<file path="src/rtl/spi_arb_pkg.sv">
// Shared types and default widths for the SPI request arbiter.
package spi_arb_pkg;

  localparam int unsigned DEF_ADDR_W = 8;
  localparam int unsigned DEF_DATA_W = 8;

  typedef enum logic [1:0] {
    IDLE,
    ISSUE,
    WAIT,
    RESP
  } arb_state_t;

endpackage

</file>
<file path="src/rtl/rr_arbiter.sv">
// Combinational round-robin pick: first asserted request at or after ptr, wrapping.
module rr_arbiter #(
  parameter int unsigned NUM_REQ = 4,
  parameter int unsigned IDX_W   = 2
) (
  input  logic [NUM_REQ-1:0] req,
  input  logic [IDX_W-1:0]   ptr,
  output logic [NUM_REQ-1:0] grant_oh,
  output logic [IDX_W-1:0]   grant_idx
);

  logic             found;
  logic [IDX_W-1:0] cand;

  // Scan requesters starting at ptr; the first hit wins.
  always_comb begin
    grant_oh  = '0;
    grant_idx = '0;
    found     = 1'b0;
    cand      = '0;
    for (int unsigned i = 0; i < NUM_REQ; i++) begin
      cand = IDX_W'((32'(ptr) + i) % NUM_REQ);
      if (!found && req[cand]) begin
        found           = 1'b1;
        grant_idx       = cand;
        grant_oh[cand]  = 1'b1;
      end
    end
  end

endmodule

</file>
<file path="src/rtl/spi_req_arbiter.sv">
// Shares one SPI transaction port among NUM_REQ requesters, one transaction at a time.
module spi_req_arbiter
  import spi_arb_pkg::*;
#(
  parameter int unsigned NUM_REQ = 4,
  parameter int unsigned ADDR_W  = DEF_ADDR_W,
  parameter int unsigned DATA_W  = DEF_DATA_W,
  parameter int unsigned TIMEOUT = 64
) (
  input  logic                      clk,
  input  logic                      rst,
  input  logic [NUM_REQ-1:0]        req,
  input  logic [NUM_REQ-1:0]        req_wr,
  input  logic [NUM_REQ*ADDR_W-1:0] req_addr,
  input  logic [NUM_REQ*DATA_W-1:0] req_din,
  output logic [NUM_REQ-1:0]        rsp_valid,
  output logic [DATA_W-1:0]         rsp_dout,
  output logic                      rsp_err,
  output logic                      spi_start,
  output logic                      spi_wr,
  output logic [ADDR_W-1:0]         spi_addr,
  output logic [DATA_W-1:0]         spi_din,
  input  logic [DATA_W-1:0]         spi_dout,
  input  logic                      spi_done,
  input  logic                      spi_err,
  output logic                      busy
);

  localparam int unsigned IDX_W = $clog2(NUM_REQ);
  localparam int unsigned CNT_W = $clog2(TIMEOUT);

  arb_state_t         state, state_next;
  logic [IDX_W-1:0]   ptr;
  logic [IDX_W-1:0]   g_idx;
  logic [NUM_REQ-1:0] g_oh;
  logic [CNT_W-1:0]   cnt;

  logic [NUM_REQ-1:0] grant_oh;
  logic [IDX_W-1:0]   grant_idx;
  logic               win_wr;
  logic [ADDR_W-1:0]  win_addr;
  logic [DATA_W-1:0]  win_din;
  logic [DATA_W-1:0]  rsp_dout_nx;
  logic               rsp_err_nx;

  rr_arbiter #(
    .NUM_REQ (NUM_REQ),
    .IDX_W   (IDX_W)
  ) u_rr (
    .req       (req),
    .ptr       (ptr),
    .grant_oh  (grant_oh),
    .grant_idx (grant_idx)
  );

  // Select the winning requester's command fields.
  always_comb begin
    win_wr   = 1'b0;
    win_addr = '0;
    win_din  = '0;
    for (int unsigned i = 0; i < NUM_REQ; i++) begin
      if (grant_oh[i]) begin
        win_wr   = req_wr[i];
        win_addr = req_addr[i*ADDR_W +: ADDR_W];
        win_din  = req_din[i*DATA_W +: DATA_W];
      end
    end
  end

  // State register.
  always_ff @(posedge clk or posedge rst) begin
    if (rst) state <= IDLE;
    else     state <= state_next;
  end

  // Next-state and response payload; done beats a same-cycle timeout.
  always_comb begin
    state_next  = state;
    rsp_dout_nx = '0;
    rsp_err_nx  = 1'b0;
    case (state)
      IDLE:  if (|req) state_next = ISSUE;
      ISSUE: state_next = WAIT;
      WAIT: begin
        if (spi_done) begin
          state_next  = RESP;
          rsp_dout_nx = spi_dout;
          rsp_err_nx  = spi_err;
        end else if (cnt == CNT_W'(TIMEOUT - 1)) begin
          state_next = RESP;
          rsp_err_nx = 1'b1;
        end
      end
      RESP:    state_next = IDLE;
      default: state_next = IDLE;
    endcase
  end

  // Registered outputs, command latch, timeout counter and rr pointer.
  always_ff @(posedge clk or posedge rst) begin
    if (rst) begin
      rsp_valid <= '0;
      rsp_dout  <= '0;
      rsp_err   <= 1'b0;
      spi_start <= 1'b0;
      spi_wr    <= 1'b0;
      spi_addr  <= '0;
      spi_din   <= '0;
      busy      <= 1'b0;
      ptr       <= '0;
      g_idx     <= '0;
      g_oh      <= '0;
      cnt       <= '0;
    end else begin
      spi_start <= (state_next == ISSUE);
      busy      <= (state_next != IDLE);
      rsp_valid <= (state_next == RESP) ? g_oh : '0;
      rsp_dout  <= rsp_dout_nx;
      rsp_err   <= rsp_err_nx;
      if (state == IDLE && |req) begin
        g_idx    <= grant_idx;
        g_oh     <= grant_oh;
        spi_wr   <= win_wr;
        spi_addr <= win_addr;
        spi_din  <= win_din;
      end
      if (state == ISSUE)     cnt <= '0;
      else if (state == WAIT) cnt <= cnt + CNT_W'(1);
      if (state == RESP)
        ptr <= (g_idx == IDX_W'(NUM_REQ - 1)) ? '0 : g_idx + IDX_W'(1);
    end
  end

endmodule
</file>
<file path="config.mk">
export PLATFORM = sky130hd
export DESIGN_NAME = spi_req_arbiter
export DESIGN_NICKNAME = d
export VERILOG_FILES = /design/src/rtl/spi_arb_pkg.sv /design/src/rtl/rr_arbiter.sv /design/src/rtl/spi_req_arbiter.sv
export SDC_FILE = /design/constraint.sdc
export NUM_CORES = 1
export LEC_CHECK = 0
export BUFFER_PORTS_ARGS = -buffer_cell sky130_fd_sc_hd__buf_2
export CORE_MARGIN = 10
export CORE_UTILIZATION = 49
export CTS_BUF_LIST = sky130_fd_sc_hd__clkbuf_16
export DETAILED_ROUTE_END_ITERATION = 10
export PLACE_DENSITY = 0.81
export RECOVER_POWER = 50
export SYNTH_ARGS = -nofsm -noshare
export SYNTH_HDL_FRONTEND = slang
export SYNTH_SLANG_ARGS = --single-unit
</file>
<file path="constraint.sdc">
create_clock -name clk -period 3.42 [get_ports clk]
set_input_delay 0.684 -clock clk [delete_from_list [all_inputs] [get_ports clk]]
set_output_delay 0.684 -clock clk [all_outputs]
set_load 0.005 [all_outputs]
</file>
==> results of run 1 <==
-- flip-flops by register name (all words and copies together), names as in the netlist, 2 cells and up --
| name | count |
|---|---|
| g_idx | 2 |
| g_oh | 4 |
| rsp_dout | 8 |
| spi_din | 8 |
| rsp_valid | 4 |
| ptr | 2 |
| cnt | 6 |
| state | 2 |
| spi_addr | 8 |
-- logic make-up (layout without fill, tap and decap cells) --
family | Yosys count | count (layout) | share of synthesized area [%]
DFF | 48 | 48 | 41.8
AOI/OAI and AO/OA | 88 | 88 | 28.4
muxes | 8 | 8 | 4.65
adders and majority gates | 13 | 13 | 5.65
buffers and inverters | 21 | 136 | 3.61
and+or+nand+nor | 95 | 95 | 16.0
-- metrics by stage --
step / util, % / worst slack, ns
after floorplan: - / 0.436
after global placement: 62.6 / 0.261
after detailed placement: 62.6 / 0.136
after CTS: 65.6 / 0.315
after global routing: 65.6 / 0.134
final: 65.6 / 0.294
-- critical path, cell delays in order, from the launching register on --
cell	delay, ns
sky130_fd_sc_hd__dfrtp_1	0.37
sky130_fd_sc_hd__inv_1	0.11
sky130_fd_sc_hd__ha_1	0.42
sky130_fd_sc_hd__mux4_2	0.41
sky130_fd_sc_hd__a221o_1	0.42
sky130_fd_sc_hd__a22oi_4	0.47
sky130_fd_sc_hd__nand2_2	0.42
sky130_fd_sc_hd__o31ai_1	0.38
-- cell type report --
type                       count  area, um^2
fill                         454        1930
multi-input combinational    204        1570
clock buffer                   5         125
clock inverter                 3        46.3
timing repair buffer         120         609
inverter                       8        30.0
tap                           72        90.1
sequential                    48        1200
-- worst paths after layout --
kind | endpoint | slack (ns) | cells after the start
min in group asynchronous | rsp_valid[2]$_DFF_PP0_ | 0.96 | 2
worst max-delay path | spi_din[0]$_DFFE_PP0P_ | 0.29 | 7
worst min-delay path | g_oh[1]$_DFFE_PP0P_ | 0.48 | 2
max in group asynchronous | spi_din[7]$_DFFE_PP0P_ | 1.43 | 2
worst max register to register | spi_din[0]$_DFFE_PP0P_ | 0.29 | 7
worst min register to register | g_oh[1]$_DFFE_PP0P_ | 0.48 | 2
-- power by group through the flow --
stage	Sequential (mW)	Clock, mW	Combinational [mW]
finish	0.925	0.562	2.29
global route	0.955	0.589	2.50
CTS	0.924	0.569	2.29
detailed placement	0.932	0	2.28
global placement	0.920	0	2.20
floorplan	0.944	0	1.71
-- per-layer routing --
layer	wire, um	GRT usage [%]
met1	3520	20.5
met2	4180	28.1
met3	606	4.83
met4	184	6.54
met5	0	0
-- placed cells by master, fill, tap and decap left out, drive strengths merged, types with 2 or more instances in the layout --
| cell type | instances |
|---|---|
| buf | 117 |
| dfrtp | 48 |
| nand2 | 35 |
| nor2 | 24 |
| a221oi | 19 |
| a2bb2oi | 17 |
| o31ai | 17 |
| and3 | 15 |
| ha | 13 |
| o21ai | 12 |
| inv | 9 |
| clkbuf | 8 |
| nor2b | 7 |
| a21oi | 5 |
| nand2b | 5 |
| mux4 | 4 |
| a22oi | 4 |
| mux2 | 3 |
| a31oi | 3 |
| and2 | 2 |
| a221o | 2 |
| a22o | 2 |
| nor3 | 2 |
| or2 | 2 |
==> metrics.md, run 1 <==
| Metric | Value |
|---|---|
| Final critical-path share of the clock period | 91.4% |
| Die boundary width | 96.6 um |
| Synthesized instance count | 273 |
| Static power due to leakage | 1.81 nW |
| Final instance area | 3680 um^2 |
| Number of enable flip-flop cells after synthesis | 0 |
| Final critical-path required period | 3.13 ns |
| Later-pin clock latency in the skew report | 0.28 ns |
| DRT Pass-1 Iters | 5 |
| Clock buffer count from CTS | 5 |
| Longest Clk Path Bufs | 2 |
| Share of the yosys chip area belonging to registers | 41.8% |
| Resized Gates After CTS | 0 |
| Final weighted congestion in routability-driven placement | 0.891 |
| Worst hold margin | 0.483 ns |
| Path class of the lowest-slack min-delay path | reg2reg |
| Cells after DPL | 452 |
| Portion of total power attributed to combinational logic | 60.6% |
| CP Capture Type | flip-flop |
| Placed cell area | 3510 um^2 |
| Start point of the worst hold path | g_oh[1]$_DFFE_PP0P_ |
| Clock skew after layout | 0.00288 ns |
| Power Internal | 2.12 mW |
| Maximum number of pins on one net before global-route repair | 49 |
| Arrival time worst endpoint | 3.31 ns |
| Standard-cell row count | 27 |
| Floorplan die height | 96.6 um |
| Worst setup SP type | flip-flop |
| TritonCTS sink count | 48 |
| First element of the critical path | ptr[1]$_DFFE_PP0N_ |
| Peak supply drop | 0.621 mV |
| Diodes inserted | 0 |
| Number of antenna violations at the first check in global routing | 0 |
| Clock root buffer | sky130_fd_sc_hd__clkbuf_16 |
| Share of layout cells above drive strength 1 | 41.8% |
| Portion of synthesized cell area occupied by the leading cell type | 41.8% |
| Clock slew at the register clock pins of the worst setup and hold paths | 0.07 ns |
| Number of synthesized register bits | 48 |
| Detailed-route wire length per cell | 18.5 um |
| Fmax | 320 MHz |
| Top post-synthesis cells by area | sky130_fd_sc_hd__dfrtp_1, sky130_fd_sc_hd__ha_1, sky130_fd_sc_hd__a221oi_2, sky130_fd_sc_hd__a2bb2oi_1, sky130_fd_sc_hd__nand2_1 |
| Number of antenna-violating nets in the routed design | 0 |
| Detail-routed via count per cell | 5.72 |
| Quantity of hold-fixing buffers added after cts | 0 |
| Cell with the most instances after synthesis | sky130_fd_sc_hd__dfrtp_1 |
| Run status | complete, but fails checks |
| Number of top-level pins | 116 |
| Transition time of the tightest slew-check pin | 1.77 ns |
| Overall fraction of global-route tracks in use | 17.1% |
| Net switching power | 1.65 mW |
| Post-CTS setup buffer count | 0 |
| Number of distinct library cell variants in the gate-level netlist after synthesis | 46 |
| Total count of max-transition violations in the final report | 49 |
| CTS tree | built |
| Total length of routed wires | 8.49 mm |
| R2R Path Start | ptr[1]$_DFFE_PP0N_ |
| Top cell types by occurrence after synthesis | sky130_fd_sc_hd__dfrtp_1, sky130_fd_sc_hd__nand2_1, sky130_fd_sc_hd__nor2_1, sky130_fd_sc_hd__a2bb2oi_1, sky130_fd_sc_hd__and3_1 |
| Cell Area, Synth | 2880 um^2 |
| Overall power after layout | 3.77 mW |
| First-pass GRT wire length | 13.4 mm |
| Worst setup path class | reg2reg |
| Via Count | 2629 |
| Clock network fraction of total power | 14.9% |
| Relative contribution of sequential cells to total power | 24.5% |
| Max-capacitance violation count | 1 |
| Switching part of the total power | 43.8% |
| Total negative setup slack | 0 ns |
| Detail Placement HPWL | 6.36 mm |
| Layout net count | 484 |
| Power per cell area | 1030 nW/um^2 |
| Synthesized Nets | 370 |
| Starting utilization of the core area | 51.3% |
| Violated checks | max-capacitance violations, max-slew violations |
| Mean post-synth cell area | 10.5 um^2 |
| CTS HTree Levels | 2 |
| Final Hold Vio Count | 0 |
| Residual DRC count | 0 |
| Max FO, Critical Path | 18 |
| Final-report setup violation count | 0 |
| Proportion of register bits with asynchronous set or reset after synthesis | 100% |
| Final std cells w/o fill | 460 |
| RSZ-0062 raised after global routing | false |
| Core Footprint | 5610 um^2 |
| Most used flip-flop cell after synthesis | sky130_fd_sc_hd__dfrtp_1 |
| Required time of the critical path | 3.60 ns |
| Count of routing violations after the opening detailed-route iteration | 154 |
| Area Growth Syn to Fin | 27.8% |
| Vias in the first global route | 2569 |
| Count of warnings emitted by yosys | 0 |
| Number of buffers added on ports | 115 |
| Synth area leader | sky130_fd_sc_hd__dfrtp_1 |
| Overflow left after global routing | 0 |
| Remaining max-slew budget at the tightest pin | -18.3% |
| Area of the die | 9340 um^2 |
Power figures use the tool's default switching activity.
==> inputs of run 2 (changes only) <==
--- a/config.mk
+++ b/config.mk
@@ -11,7 +11,7 @@
 export CTS_BUF_LIST = sky130_fd_sc_hd__clkbuf_16
 export DETAILED_ROUTE_END_ITERATION = 10
 export PLACE_DENSITY = 0.81
-export RECOVER_POWER = 50
+export RECOVER_POWER = 100
 export SYNTH_ARGS = -nofsm -noshare
 export SYNTH_HDL_FRONTEND = slang
 export SYNTH_SLANG_ARGS = --single-unit
==> run 2 against run 1 <==
Compared with the run above: hold slack got worse by 0.0011 ns; via count fell by 0.46%; critical path depth rose by 1; flip-flop and latch count did not move; maximum frequency fell by 0.99%; critical path type unchanged; critical endpoint unchanged; non-clock buffer count did not move; utilization fell by 1.4 points; the run still ends with max-capacitance violations, max-slew violations left.
==> metrics.md, run 2 (synthesis gave the netlist of run 1 again) <==
| Metric | Value |
|---|---|
| Final Hold Vio Count | 0 (unchanged) |
| R2R Path Start | ptr[1]$_DFFE_PP0N_ |
| Standard-cell row count | 27 (unchanged) |
| Biggest registers after layout | rsp_dout (8), spi_addr (8), spi_din (8) |
| Violated checks | max-capacitance violations, max-slew violations |
| First-pass GRT wire length | 13.4 mm (unchanged) |
| CTS tree | built |
| Final weighted congestion in routability-driven placement | 0.891 (unchanged) |
| CTS HTree Levels | 2 (unchanged) |
| Run status | complete, but fails checks |
| Via Count | 2617 (-0.46%) |
| Static power due to leakage | 1.69 nW (-6.4%) |
| Share of layout cells above drive strength 1 | 32.0% (-9.8 points) |
| Worst setup path class | reg2reg |
| Clock root buffer | sky130_fd_sc_hd__clkbuf_16 |
| Fmax | 317 MHz (-0.99%) |
| Detail-routed via count per cell | 5.69 (-0.46%) |
| CP Capture Type | flip-flop |
| Clock buffer count from CTS | 5 (unchanged) |
| Hold endpoint | g_oh[1]$_DFFE_PP0P_ |
| RSZ-0062 raised after global routing | false |
| Arrival time worst endpoint | 3.33 ns (+0.02 ns) |
| Layer with the highest usage after global routing | met2 |
| Residual DRC count | 0 (unchanged) |
| Clock slew at the register clock pins of the worst setup and hold paths | 0.07 ns (about the same) |
| Most frequent standard cell in the layout excluding fill and tap cells | sky130_fd_sc_hd__buf_2 |
| Final-report setup violation count | 0 (unchanged) |
| Number of antenna-violating nets in the routed design | 0 (unchanged) |
| Detail Placement HPWL | 6.36 mm (unchanged) |
| Number of buffers added on ports | 115 (unchanged) |
| Max-capacitance violation count | 1 (unchanged) |
| Diodes inserted | 0 (unchanged) |
| Longest Clk Path Bufs | 2 (unchanged) |
| Core Footprint | 5610 um^2 (unchanged) |
| Number of antenna violations at the first check in global routing | 0 (unchanged) |
| Required time of the critical path | 3.60 ns (about the same) |
| Flop2flop setup slack | 0.26 ns (-0.03 ns) |
| Commonest cells after routing, fill and taps aside | sky130_fd_sc_hd__buf_2, sky130_fd_sc_hd__dfrtp_1, sky130_fd_sc_hd__nand2_1, sky130_fd_sc_hd__clkbuf_1, sky130_fd_sc_hd__nor2_1 |
| Power per cell area | 1020 nW/um^2 (-0.52%) |
| Number of cells traversed by the worst register-to-register path | 8 (+1) |
| Resized Gates After CTS | 0 (unchanged) |
| Area of the die | 9340 um^2 (unchanged) |
| Detailed-route wire length per cell | 18.5 um (+0.42%) |
| Clock skew after layout | 0.00331 ns (+0.000433 ns) |
| TritonCTS sink count | 48 (unchanged) |
| R2R Path End | spi_din[0]$_DFFE_PP0P_ |
| Met1 capacity usage during global routing | 20.5% (unchanged) |
| Worst setup SP type | flip-flop |
| Layout net count | 484 (unchanged) |
| DRT Pass-1 Iters | 4 (-1) |
| Final critical-path share of the clock period | 92.3% (+0.92 points) |
| Max FO, Critical Path | 17 (-1) |
| Worst hold margin | 0.482 ns (-0.00113 ns) |
| Final critical-path required period | 3.16 ns (+0.0314 ns) |
| Vias in the first global route | 2569 (unchanged) |
| Area Growth Syn to Fin | 25.1% |
| Floorplan die height | 96.6 um (unchanged) |
| Total length of routed wires | 8.53 mm (+0.42%) |
| Die boundary width | 96.6 um (unchanged) |
| Start point of the worst hold path | g_oh[1]$_DFFE_PP0P_ |
| Number of cells traversed by the worst hold path | 2 (unchanged) |
| Number of top-level pins | 116 (unchanged) |
| Count of routing violations after the opening detailed-route iteration | 187 (+21%) |
| Count of fill cells added during filler insertion | 480 (+5.7%) |
| Maximum number of pins on one net before global-route repair | 49 (unchanged) |
| Post-CTS setup buffer count | 0 (unchanged) |
| Total count of max-transition violations in the final report | 49 (unchanged) |
| Later-pin clock latency in the skew report | 0.28 ns (about the same) |
| Peak supply drop | 0.617 mV (-0.65%) |
| Met2 track demand over resource in global routing | 28.1% (unchanged) |
| Path class of the lowest-slack min-delay path | reg2reg |
| Overflow left after global routing | 0 (unchanged) |
| Global Route met3 Usage | 4.83% (unchanged) |
| Quantity of hold-fixing buffers added after cts | 0 (unchanged) |
| Transition time of the tightest slew-check pin | 1.75 ns (-0.0231 ns) |
| Starting utilization of the core area | 51.3% (unchanged) |
| Overall fraction of global-route tracks in use | 17.1% (unchanged) |
| Total negative setup slack | 0 ns (unchanged) |
| Remaining max-slew budget at the tightest pin | -16.8% (+1.5 points) |
## run 2: changes by cell type in the layout (fill, tap and decap cells not counted)
cell / previous run / this run
sky130_fd_sc_hd__or2_0: 0 / 1
sky130_fd_sc_hd__clkbuf_1: 3 / 32
sky130_fd_sc_hd__o31ai_1: 7 / 15
sky130_fd_sc_hd__buf_2: 112 / 83
sky130_fd_sc_hd__and2_0: 0 / 1
sky130_fd_sc_hd__o21ai_0: 11 / 12
sky130_fd_sc_hd__or2_4: 1 / 0
sky130_fd_sc_hd__o21ai_1: 1 / 0
sky130_fd_sc_hd__o31ai_2: 10 / 2
sky130_fd_sc_hd__and2_1: 2 / 1
## run 2: worst max path at each step
stage	end	startpoint	slack (ns)
floorplan	spi_addr[0]$_DFFE_PP0P_	ptr[0]$_DFFE_PP0N_	0.44
global placement	spi_din[7]$_DFFE_PP0P_	req[1]	0.26
detailed placement	spi_din[0]$_DFFE_PP0P_	req[1]	0.14
CTS	spi_din[0]$_DFFE_PP0P_	ptr[1]$_DFFE_PP0N_	0.32
global route	spi_addr[1]$_DFFE_PP0P_	ptr[1]$_DFFE_PP0N_	0.10
finish	spi_din[0]$_DFFE_PP0P_	ptr[1]$_DFFE_PP0N_	0.26
## run 2: report_power, final
part           internal, mW  switching (mW)
Clock                 0.347           0.213
Combinational         0.906            1.27
Sequential            0.802           0.129
Total                  2.06            1.62
## run 2: critical path, cell delays in order, from the launching register on
cell	delay, ns
sky130_fd_sc_hd__dfrtp_1	0.37
sky130_fd_sc_hd__inv_1	0.11
sky130_fd_sc_hd__ha_1	0.42
sky130_fd_sc_hd__mux4_2	0.41
sky130_fd_sc_hd__or2_0	0.36
sky130_fd_sc_hd__nor3b_2	0.42
sky130_fd_sc_hd__a22o_2	0.53
sky130_fd_sc_hd__a221oi_1	0.10
sky130_fd_sc_hd__o31ai_1	0.32
## run 2: cell type report
type	count	area, um^2	area share, %
sequential	48	1200	33.4
clock buffer	5	125	3.48
clock inverter	3	46.3	1.29
inverter	8	30.0	0.835
tap	72	90.1	2.50
multi-input combinational	204	1530	42.6
timing repair buffer	120	573	15.9
## run 2: stage by stage
step / power, mW / cell area (um^2) / std cells / util [%] / setup slack (ns)
after floorplan: 2.65 / 2880 / 273 / - / 0.436
after CTS: 3.78 / 3680 / 460 / 65.6 / 0.315
after global placement: 3.12 / 3510 / 452 / 62.6 / 0.261
after detailed placement: 3.21 / 3510 / 452 / 62.6 / 0.136
after global routing: 3.94 / 3600 / 460 / 64.1 / 0.104
final: 3.67 / 3600 / 460 / 64.1 / 0.262
## run 2: routing by layer
layer	vias to the layer above	share of wire, %
li1	1257	-
met2	103	49
met5	-	0
met4	0	2.4
met3	15	6.1
met1	1242	43
==> inputs of run 3 (changes only) <==
--- a/config.mk
+++ b/config.mk
@@ -8,8 +8,8 @@
 export BUFFER_PORTS_ARGS = -buffer_cell sky130_fd_sc_hd__buf_2
 export CORE_MARGIN = 10
 export CORE_UTILIZATION = 49
-export CTS_BUF_LIST = sky130_fd_sc_hd__clkbuf_16
 export DETAILED_ROUTE_END_ITERATION = 10
+export GPL_TIMING_DRIVEN = 0
 export PLACE_DENSITY = 0.81
 export RECOVER_POWER = 100
 export SYNTH_ARGS = -nofsm -noshare
==> run 3 against run 2 <==
Compared with the run above: the flow still finishes with violations (max-capacitance violations, max-slew violations); combinational power increased by 9.2%; via count increased by 2.8%; die area unchanged; maximum frequency increased by 1.2%; total power increased by 2.1%; register-to-register slack improved by 0.04 ns; wire length increased by 1.2%; clock-buffer cell count unchanged; clock power decreased by 24%; non-clock buffer count increased by 14; highest routed layer unchanged.
==> metrics.md, run 3 (synthesis gave the netlist of run 1 again) <==
| Metric | Value |
|---|---|
| Clock slew at the register clock pins of the worst setup and hold paths | 0.10 ns (+0.03 ns) |
| Later-pin clock latency in the skew report | 0.31 ns (+0.03 ns) |
| DRT Pass-1 Iters | 4 (unchanged) |
| Clock buffer count from CTS | 5 (unchanged) |
| Floorplan die height | 96.6 um (unchanged) |
| Final critical-path required period | 3.12 ns (-0.0383 ns) |
| First-pass GRT wire length | 13.9 mm (+3.8%) |
| Violated checks | max-capacitance violations, max-slew violations |
| Static power due to leakage | 1.73 nW (+2.3%) |
| RSZ-0062 raised after global routing | false |
| Portion of total power attributed to combinational logic | 63.6% (+4.2 points) |
| Via Count | 2691 (+2.8%) |
| Overall fraction of global-route tracks in use | 17.5% (+0.47 points) |
| Final-report setup violation count | 0 (unchanged) |
| Area of the die | 9340 um^2 (unchanged) |
| Relative contribution of sequential cells to total power | 25.0% (-0.4 points) |
| Final weighted congestion in routability-driven placement | 0.890 (-0.17%) |
| Final Hold Vio Count | 0 (unchanged) |
| Count of fill cells added during filler insertion | 488 (+1.7%) |
| Most frequent standard cell in the layout excluding fill and tap cells | sky130_fd_sc_hd__buf_2 |
| Share of layout cells above drive strength 1 | 34.8% (+2.9 points) |
| Number of antenna violations at the first check in global routing | 1 (+1) |
| Worst setup SP type | flip-flop |
| Number of antenna-violating nets in the routed design | 0 (unchanged) |
| Net switching power | 1.69 mW (+4.4%) |
| Area Growth Syn to Fin | 28.0% |
| Max-capacitance violation count | 1 (unchanged) |
| Final instance area | 3680 um^2 (+2.3%) |
| Final critical-path share of the clock period | 91.2% (-1.1 points) |
| Remaining max-slew budget at the tightest pin | -30.4% (-14 points) |
| Total negative setup slack | 0 ns (unchanged) |
| Biggest registers after layout | rsp_dout (8), spi_addr (8), spi_din (8) |
| Die boundary width | 96.6 um (unchanged) |
| Final std cells w/o fill | 475 (+3.3%) |
| Count of routing violations after the opening detailed-route iteration | 108 (-42%) |
| Max FO, Critical Path | 10 (-7) |
| Detail-routed via count per cell | 5.67 (-0.42%) |
| Quantity of hold-fixing buffers added after cts | 0 (unchanged) |
| Standard-cell row count | 27 (unchanged) |
| Total count of max-transition violations in the final report | 37 (-24%) |
| TritonCTS sink count | 48 (unchanged) |
| Cells after DPL | 461 (+2.0%) |
| Placed cell area | 3560 um^2 (+1.5%) |
| Detail Placement HPWL | 6.50 mm (+2.2%) |
| Vias in the first global route | 2676 (+4.2%) |
| Layout net count | 498 (+2.9%) |
| Peak supply drop | 0.585 mV (-5.2%) |
| Number of top-level pins | 116 (unchanged) |
| Starting utilization of the core area | 51.3% (unchanged) |
| CTS tree | built |
| CTS HTree Levels | 2 (unchanged) |
| Number of buffers added on ports | 115 (unchanged) |
| Maximum number of pins on one net before global-route repair | 37 (-24%) |
| Path class of the lowest-slack min-delay path | in2async |
| Overflow left after global routing | 0 (unchanged) |
| Residual DRC count | 0 (unchanged) |
| Transition time of the tightest slew-check pin | 1.96 ns (+0.205 ns) |
| Detailed-route wire length per cell | 18.2 um (-2.0%) |
| Clock network fraction of total power | 11.4% (-3.9 points) |
| Clock root buffer | sky130_fd_sc_hd__clkbuf_8 |
| Fmax | 321 MHz (+1.2%) |
| Commonest cells after routing, fill and taps aside | sky130_fd_sc_hd__buf_2, sky130_fd_sc_hd__dfrtp_1, sky130_fd_sc_hd__clkbuf_1, sky130_fd_sc_hd__nand2_1, sky130_fd_sc_hd__nor2_1 |
| Core Footprint | 5610 um^2 (unchanged) |
| Power Internal | 2.06 mW (+0.30%) |
| Power per cell area | 1020 nW/um^2 (-0.20%) |
| CP Capture Type | flip-flop |
| Total length of routed wires | 8.63 mm (+1.2%) |
| End-of-flow core utilization | 65.6% (+1.5 points) |
| Arrival time worst endpoint | 3.34 ns (about the same) |
| Required time of the critical path | 3.64 ns (+0.04 ns) |
| Run status | complete, but fails checks |
| Clock skew after layout | 0.00879 ns (+0.00547 ns) |
| Switching part of the total power | 45.0% (+1.0 points) |
| Longest Clk Path Bufs | 2 (unchanged) |
| Worst setup path class | reg2reg |
run 3: path summary, 6_finish.rpt:
kind	slack [ns]	cells after the start	endpoint	from
min in group clk	0.49	2	g_oh[1]$_DFFE_PP0P_	g_oh[1]$_DFFE_PP0P_
setup / recovery	0.30	11	spi_din[4]$_DFFE_PP0P_	ptr[0]$_DFFE_PP0N_
setup reg to reg	0.30	11	spi_din[4]$_DFFE_PP0P_	ptr[0]$_DFFE_PP0N_
max in group asynchronous	0.72	3	ptr[1]$_DFFE_PP0N_	rst
hold / removal	0.37	2	rsp_dout[6]$_DFF_PP0_	rst
hold reg to reg	0.49	2	g_oh[1]$_DFFE_PP0P_	g_oh[1]$_DFFE_PP0P_
run 3: layout make-up:
type                    instances  area, um^2  area share [%]
flip-flops and latches         48        1200            32.7
multi-input cells             204        1590            43.1
well taps                      72        90.1            2.45
inverters                       8        30.0           0.816
clock inverters                 3        46.3            1.26
clock buffers                   5        68.8            1.87
repair buffers                121         573            15.6
diodes                          1        2.50          0.0680
plain buffers                  13        78.8            2.14
run 3: power groups by stage:
| stage | clock network [mW] | registers (mW) | logic (mW) |
|---|---|---|---|
| 2_1_floorplan | 0 | 0.944 | 1.71 |
| 3_3_place_gp | 0 | 0.942 | 2.26 |
| 3_5_place_dp | 0 | 0.949 | 2.32 |
| 4_1_cts | 0.433 | 0.938 | 2.37 |
| 5_1_grt | 0.456 | 0.970 | 2.61 |
| 6_report | 0.429 | 0.938 | 2.38 |
run 3: timing repair:
| item | CTS | global route |
|---|---|---|
| endpoints found under the setup margin | 10 | 19 |
| pin swaps | 1 | 1 |
| gates resized for setup | 2 | 8 |
| hold endpoints to repair | 0 | 0 |
| setup buffers | 2 | 3 |
run 3: critical path: stages, from the launching register on:
cell	delay, ns
sky130_fd_sc_hd__dfrtp_2	0.39
sky130_fd_sc_hd__clkbuf_4	0.21
sky130_fd_sc_hd__inv_1	0.11
sky130_fd_sc_hd__ha_1	0.41
sky130_fd_sc_hd__mux4_2	0.41
sky130_fd_sc_hd__or2_4	0.33
sky130_fd_sc_hd__nor3_4	0.26
sky130_fd_sc_hd__or2_2	0.15
sky130_fd_sc_hd__buf_2	0.22
sky130_fd_sc_hd__buf_6	0.21
sky130_fd_sc_hd__a221oi_2	0.09
sky130_fd_sc_hd__o31ai_2	0.24
run 3: stage by stage:
| stage | hold slack (ns) | setup slack [ns] | total power [mW] |
|---|---|---|---|
| floorplan | 0.438 | 0.436 | 2.65 |
| detailed placement | 0.457 | 0.00262 | 3.27 |
| finish | 0.369 | 0.301 | 3.75 |
| global placement | 0.456 | 0.0138 | 3.20 |
| CTS | 0.309 | 0.00667 | 3.74 |
| global route | 0.406 | 0.128 | 4.03 |
run 3: metal layers:
layer	part of all wire, %	global-route usage (%)
met1	44	22.6
met2	48	27.1
met3	5.6	4.26
met4	2.8	7.67
met5	0	0
